<file path="config.mk">
export PLATFORM = sky130hd
export DESIGN_NAME = regfile_dbg_master
export DESIGN_NICKNAME = d
export VERILOG_FILES = /design/src/rtl/regfile_dbg_master.sv
export SDC_FILE = /design/constraint.sdc
export NUM_CORES = 1
export LEC_CHECK = 0
export CAP_MARGIN = 0
export CORE_MARGIN = 4
export CORE_UTILIZATION = 43
export CTS_CLUSTER_DIAMETER = 50
export DETAILED_ROUTE_END_ITERATION = 10
export PLACE_DENSITY = 0.77
export SKIP_LAST_GASP = 1
export SLEW_MARGIN = 0
export SYNTH_ARGS = -nofsm -noshare
export SYNTH_HDL_FRONTEND = slang
export SYNTH_SLANG_ARGS = --single-unit
</file>
<file path="constraint.sdc">
create_clock -name clk -period 1.9 [get_ports clk]
set_input_delay 0.19 -clock clk [delete_from_list [all_inputs] [get_ports clk]]
set_output_delay 0.19 -clock clk [all_outputs]
set_load 0.02 [all_outputs]
</file>
<file path="src/rtl/regfile_dbg_master.sv">
// Debug initiator for the CPU regfile: READ, WRITE (+readback), DUMP x0..x31, CLEAR x1..x31.
// Latency: READ has rsp_valid 3 cycles after grant (GRANT, RADDR, RCAP, then RSP). WRITE adds one WR cycle.
// Backpressure: cmd_ready only in IDLE; RSP holds until rsp_ready; rf_grant low freezes the walk.
// Optional macro REGFILE_DBG_TIMEOUT_EN adds an error response when no grant arrives in time.
module regfile_dbg_master #(
   parameter int XLEN          = 32,
   parameter int NREGS         = 32,
   parameter int GRANT_TIMEOUT = 255
) (
   input  logic            clk,
   input  logic            reset,
   input  logic            cmd_valid,
   output logic            cmd_ready,
   input  logic [1:0]      cmd_op,
   input  logic [4:0]      cmd_addr,
   input  logic [XLEN-1:0] cmd_wdata,
   output logic            rsp_valid,
   input  logic            rsp_ready,
   output logic [4:0]      rsp_addr,
   output logic [XLEN-1:0] rsp_data,
   output logic            rsp_last,
   output logic            rsp_err,
   output logic            dbg_active,
   input  logic            rf_grant,
   output logic [4:0]      rf_rs1,
   input  logic [XLEN-1:0] rf_rd1,
   output logic            rf_we,
   output logic [4:0]      rf_rd,
   output logic [XLEN-1:0] rf_wd
);

   localparam logic [2:0] S_IDLE  = 3'd0;
   localparam logic [2:0] S_GRANT = 3'd1;
   localparam logic [2:0] S_RADDR = 3'd2;
   localparam logic [2:0] S_RCAP  = 3'd3;
   localparam logic [2:0] S_RSP   = 3'd4;
   localparam logic [2:0] S_WR    = 3'd5;
   localparam logic [2:0] S_CLR   = 3'd6;

   localparam logic [1:0] OP_READ  = 2'b00;
   localparam logic [1:0] OP_WRITE = 2'b01;
   localparam logic [1:0] OP_DUMP  = 2'b10;
   localparam logic [1:0] OP_CLEAR = 2'b11;

   localparam logic [4:0] LAST_REG = 5'(NREGS - 1);

   logic [2:0]      state;
   logic [1:0]      op_q;
   logic [4:0]      addr_q;
   logic [XLEN-1:0] wdata_q;
   logic [4:0]      clr_idx;
   logic [4:0]      rs1_q;
   logic [XLEN-1:0] cap_q;
   logic [4:0]      rsp_addr_q;
   logic [XLEN-1:0] rsp_data_q;
   logic            rsp_last_q;
   logic            wr_fire;

`ifdef REGFILE_DBG_TIMEOUT_EN
   logic [7:0]      tmo_cnt;
   logic            rsp_err_q;
   assign rsp_err = rsp_err_q;
`else
   assign rsp_err = 1'b0;
`endif

   // Writes only happen in WR (never to x0) and CLR, and only while the port is granted.
   assign wr_fire    = rf_grant && (((state == S_WR) && (addr_q != 5'd0)) || (state == S_CLR));
   assign rf_we      = wr_fire;
   assign rf_rd      = !wr_fire ? 5'd0 : ((state == S_CLR) ? clr_idx : addr_q);
   assign rf_wd      = (wr_fire && (state == S_WR)) ? wdata_q : '0;
   // cmd_ready is gated by reset so every output reads 0 while reset is held.
   assign cmd_ready  = (state == S_IDLE) && !reset;
   assign dbg_active = (state != S_IDLE);
   assign rsp_valid  = (state == S_RSP);
   assign rf_rs1     = rs1_q;
   assign rsp_addr   = rsp_addr_q;
   assign rsp_data   = rsp_data_q;
   assign rsp_last   = rsp_last_q;

   // Command sequencer: every step past GRANT stalls in place while rf_grant is low.
   always_ff @(posedge clk) begin
      if (reset) begin
         state      <= S_IDLE;
         op_q       <= 2'b00;
         addr_q     <= 5'd0;
         wdata_q    <= '0;
         clr_idx    <= 5'd0;
         rs1_q      <= 5'd0;
         cap_q      <= '0;
         rsp_addr_q <= 5'd0;
         rsp_data_q <= '0;
         rsp_last_q <= 1'b0;
`ifdef REGFILE_DBG_TIMEOUT_EN
         tmo_cnt    <= 8'd0;
         rsp_err_q  <= 1'b0;
`endif
      end else begin
         case (state)
            S_IDLE: begin
               if (cmd_valid) begin
                  op_q    <= cmd_op;
                  addr_q  <= cmd_addr;
                  wdata_q <= cmd_wdata;
                  state   <= S_GRANT;
`ifdef REGFILE_DBG_TIMEOUT_EN
                  tmo_cnt   <= 8'd0;
                  rsp_err_q <= 1'b0;
`endif
               end
            end
            S_GRANT: begin
               if (rf_grant) begin
                  case (op_q)
                     OP_READ: begin
                        rs1_q <= addr_q;
                        state <= S_RADDR;
                     end
                     OP_WRITE: state <= S_WR;
                     OP_DUMP: begin
                        addr_q <= 5'd0;
                        rs1_q  <= 5'd0;
                        state  <= S_RADDR;
                     end
                     default: begin
                        clr_idx <= 5'd1;
                        state   <= S_CLR;
                     end
                  endcase
`ifdef REGFILE_DBG_TIMEOUT_EN
               end else if (tmo_cnt == 8'(GRANT_TIMEOUT - 1)) begin
                  // Give up without touching the regfile; report against the command address.
                  rsp_err_q  <= 1'b1;
                  rsp_addr_q <= addr_q;
                  rsp_data_q <= '0;
                  rsp_last_q <= 1'b1;
                  state      <= S_RSP;
               end else begin
                  tmo_cnt <= tmo_cnt + 8'd1;
`endif
               end
            end
            S_WR: begin
               if (rf_grant) begin
                  rs1_q <= addr_q;
                  state <= S_RADDR;
               end
            end
            S_RADDR: begin
               if (rf_grant) begin
                  cap_q <= (rs1_q == 5'd0) ? '0 : rf_rd1;
                  state <= S_RCAP;
               end
            end
            S_RCAP: begin
               if (rf_grant) begin
                  rsp_addr_q <= rs1_q;
                  rsp_data_q <= cap_q;
                  rsp_last_q <= (op_q != OP_DUMP) || (rs1_q == LAST_REG);
                  state      <= S_RSP;
               end
            end
            S_RSP: begin
               if (rsp_ready) begin
                  if (rsp_last_q) begin
                     state <= S_IDLE;
                  end else begin
                     addr_q <= addr_q + 5'd1;
                     rs1_q  <= addr_q + 5'd1;
                     state  <= S_RADDR;
                  end
               end
            end
            S_CLR: begin
               if (rf_grant) begin
                  if (clr_idx == LAST_REG) begin
                     rsp_addr_q <= LAST_REG;
                     rsp_data_q <= XLEN'(NREGS - 1);
                     rsp_last_q <= 1'b1;
                     state      <= S_RSP;
                  end else begin
                     clr_idx <= clr_idx + 5'd1;
                  end
               end
            end
            default: state <= S_IDLE;
         endcase
      end
   end

endmodule

</file>
==> out/results.tsv, run 1 <==
metric	value	unit
TritonCTS buffer count	17	
largest net degree at the start of global routing	118	
number of global-route vias before repair	5236	
clk sinks	122	
fin. max-slew vios	0	
Logic pwr share	32.9	%
Async SR Flop Fraction	0	%
# DRC	0	
Rows	40	
Worst IR Drop VDD	0.000722	V
core area	12200	um^2
DPL Wire Length	10.6	mm
register area share after synthesis	45.0	%
Leakage	3.31	nW
share of layout cells above drive strength 1	24.1	%
die area	14500	um^2
RR Startpoint	clr_idx[1]$_SDFFE_PP0P_	
slew at the pin closest to its max-slew limit	0.512	ns
Fin Setup TNS	-8.60	ns
Worst Setup Path Type	flop to output pin	
Commonest cells post-synth	dfxtp_1, nor2_1, nand2_1	
DRT antenna net count	0	
synthesized area per cell	8.55	um^2
RD Place Congestion	0.916	
sw frac	31.8	%
via/cell ratio	5.20	
#FFs+latches synth	122	
# placed instances	954	
crit-path max FO	5	
CTS tree	yes	
Post-synth top flop	dfxtp_1	
final period utilization	116	%
Synth top area share	45.0	%
Yosys warnings	0	
Root Driver	clkbuf_16	
Netlist cell types	61	
Mapped Cells	634	
IO buf count	159	
Worst Setup SP	addr_q[0]$_SDFFE_PP0P_	
P_sw	3.00	mW
first-pass GRT wire length	25.9	mm
crit path launch type	flop	
reg-to-reg setup timing slack	0.03	ns
Syn Nets	714	
GRT overflow	0	
Worst Path Required	1.71	ns
Final #Nets	911	
Hold Vio Cnt, Final	0	
initial drt markers	329	
Via Count	5261	
H-tree levels	4	
cell taking the most area after synthesis	dfxtp_1	
Reg-to-Reg End	rsp_data[13]$_SDFFE_PP0P_	
Finished Layout Cells	1011	
Power Dens Cells	1110	nW/um^2
Reg power frac	33.3	%
Post-synth EDFFs	0	
Setup Skew	0.0161	ns
io pins	161	
setup violators final	38	
crit end category	output pin	
Arr. time, crit path	2.01	ns
overall routed net length	16.5	mm
multi-input logic area	2910	um^2
largest cells by area after synthesis	dfxtp_1, and2_1, nor2_1	
outcome	complete, but fails checks	
Die W	120	um
worst skew pair latency	0.42	ns
clock transition at the registers of the reported paths	0.06	ns
clock network fraction of total power	33.8	%
Chip Height	120	um
most frequent cell after synthesis	dfxtp_1	
Netlist Area Pre-Place	5420	um^2
initial antenna violation count	1	
GRT Util Overall	22.3	%
CTS Buffer Depth	2	
DRT Pass-1 Iters	5	
Fill cells	890	
Initial Util	44.6	%
Area Growth Syn to Fin	57.5	%
Fmax	456	MHz
Storage cell area	2450	um^2
max-capacitance violation count	0	
worst reg2reg path depth	9	
Ant. Diodes	0	
crit path to	rf_wd[3]	
Slew headroom	65.9	%
drt wl/cell	16.3	um
post-layout minimum cycle time	2.20	ns
P_int	6.44	mW
Worst Hold Class	primary input to flop	
failing checks	negative setup slack	
RSZ-0062 raised after global routing	yes	
final setup margin	-0.295	ns
## area by class of cell
cell class,count,share of cell area [%]
multi-input combinational,455,34.1
sequential,122,28.7
timing repair buffer,228,27.5
clock buffer,19,5.19
tap,168,2.46
clock inverter,12,1.76
inverter,7,0.308
## critical path, cell delays in order (launching register included)
cell and delay, ns:
dfxtp_2 0.33, inv_2 0.05, ha_4 0.14, nor4b_4 0.12, buf_4 0.14, nor3_4 0.19, buf_6 0.17, buf_8 0.12
buf_6 0.10, and2_4 0.13, buf_6 0.11
## flip-flops by register name, summed over array words and instances (netlist names)
name and flops:
addr_q 5, clr_idx 5, cap_q 32, wdata_q 32, rsp_addr 5, op_q 2
rf_rs1 5, rsp_last 1, state 3, rsp_data 32
## cell families after synthesis
kind of cell | synth area share [%]
flip-flops | 45.0
AO/OA/AOI/OAI | 17.0
XOR/XNOR | 0.646
other | 0.0692
adder cells (fa/ha/maj) | 0.923
multiplexers | 5.91
AND/OR/NAND/NOR | 25.2
buffers and inverters | 5.21
## power by group through the flow
| stage | clock network (mW) | registers [mW] | logic (mW) |
|---|---|---|---|
| after floorplan | 0 | 3.20 | 1.72 |
| after global placement | 0 | 3.15 | 2.75 |
| after detailed placement | 0 | 3.15 | 2.83 |
| after CTS | 3.25 | 3.13 | 3.04 |
| after global routing | 3.37 | 3.18 | 3.37 |
| final | 3.19 | 3.14 | 3.10 |
## worst min path at each step
stage / from / cells past startpoint / to / slack, ns
2_1_floorplan: cmd_wdata[0] / 2 / wdata_q[0]$_SDFFE_PP0P_ / 0.33
3_3_place_gp: wdata_q[17]$_SDFFE_PP0P_ / 2 / wdata_q[17]$_SDFFE_PP0P_ / 0.44
3_5_place_dp: wdata_q[0]$_SDFFE_PP0P_ / 2 / wdata_q[0]$_SDFFE_PP0P_ / 0.44
4_1_cts: cmd_wdata[5] / 3 / wdata_q[5]$_SDFFE_PP0P_ / 0.31
5_1_grt: cmd_wdata[10] / 3 / wdata_q[10]$_SDFFE_PP0P_ / 0.32
6_report: cmd_wdata[5] / 3 / wdata_q[5]$_SDFFE_PP0P_ / 0.33
## repair_timing
| item | 4_1_cts | 5_1_grt |
|---|---|---|
| buffers inserted | 16 | 7 |
| hold endpoints to repair | 0 | 0 |
| hold buffers | 0 | 0 |
| pin swaps | 22 | 11 |
| resized for setup | 285 | 33 |
| cloned | 5 | 0 |
| endpoints found under the setup margin | 70 | 79 |
## metrics by stage
step / setup WS (ns) / utilization, % / hold slack [ns] / power (mW) / area, um^2
detailed placement: -0.315 / 60.6 / 0.444 / 5.98 / 7370
global route: -0.378 / 70.2 / 0.324 / 9.91 / 8540
CTS: -0.410 / 69.1 / 0.311 / 9.42 / 8400
floorplan: 0.133 / - / 0.326 / 4.93 / 5420
global placement: -0.252 / 60.6 / 0.437 / 5.90 / 7370
finish: -0.295 / 70.2 / 0.330 / 9.44 / 8540
## layout by cell type (no fill, tap or decap), types with 5 or more instances in the layout
cell,n
a22oi_1,35
nor2b_1,5
buf_4,45
nand2b_1,6
nand2_1,83
nor2_1,93
a21oi_1,47
buf_6,50
a211oi_1,14
clkdlybuf4s50_1,117
dfxtp_1,118
mux2i_1,30
nand3_1,6
a21oi_2,6
clkbuf_16,17
and2_1,30
buf_12,7
and2_4,28
## per-layer routing
| metal | global-route usage (%) | routed length (um) | vias to the layer above |
|---|---|---|---|
| met3 | 8.14 | 1420 | 21 |
| li1 | - | - | 2552 |
| met4 | 7.44 | 198 | 2 |
| met1 | 26.3 | 6750 | 2479 |
| met5 | 0 | 20 | - |
| met2 | 37.7 | 8130 | 207 |
(Power assumes the default switching activity.)
==> run 2: changes to the inputs <==
--- a/config.mk
+++ b/config.mk
@@ -5,6 +5,7 @@
 export SDC_FILE = /design/constraint.sdc
 export NUM_CORES = 1
 export LEC_CHECK = 0
+export ABC_CLOCK_PERIOD_IN_PS = 1900
 export CAP_MARGIN = 0
 export CORE_MARGIN = 4
 export CORE_UTILIZATION = 43
==> results of run 2 <==
Final layout, timing and power as in run 1 (identical DEF).
==> run 3: changes to the inputs <==
--- a/config.mk
+++ b/config.mk
@@ -10,6 +10,7 @@
 export CORE_MARGIN = 4
 export CORE_UTILIZATION = 43
 export CTS_CLUSTER_DIAMETER = 50
+export CTS_CLUSTER_SIZE = 10
 export DETAILED_ROUTE_END_ITERATION = 10
 export PLACE_DENSITY = 0.77
 export SKIP_LAST_GASP = 1
==> results of run 3 <==
Final layout, timing and power as in run 1 (identical DEF).
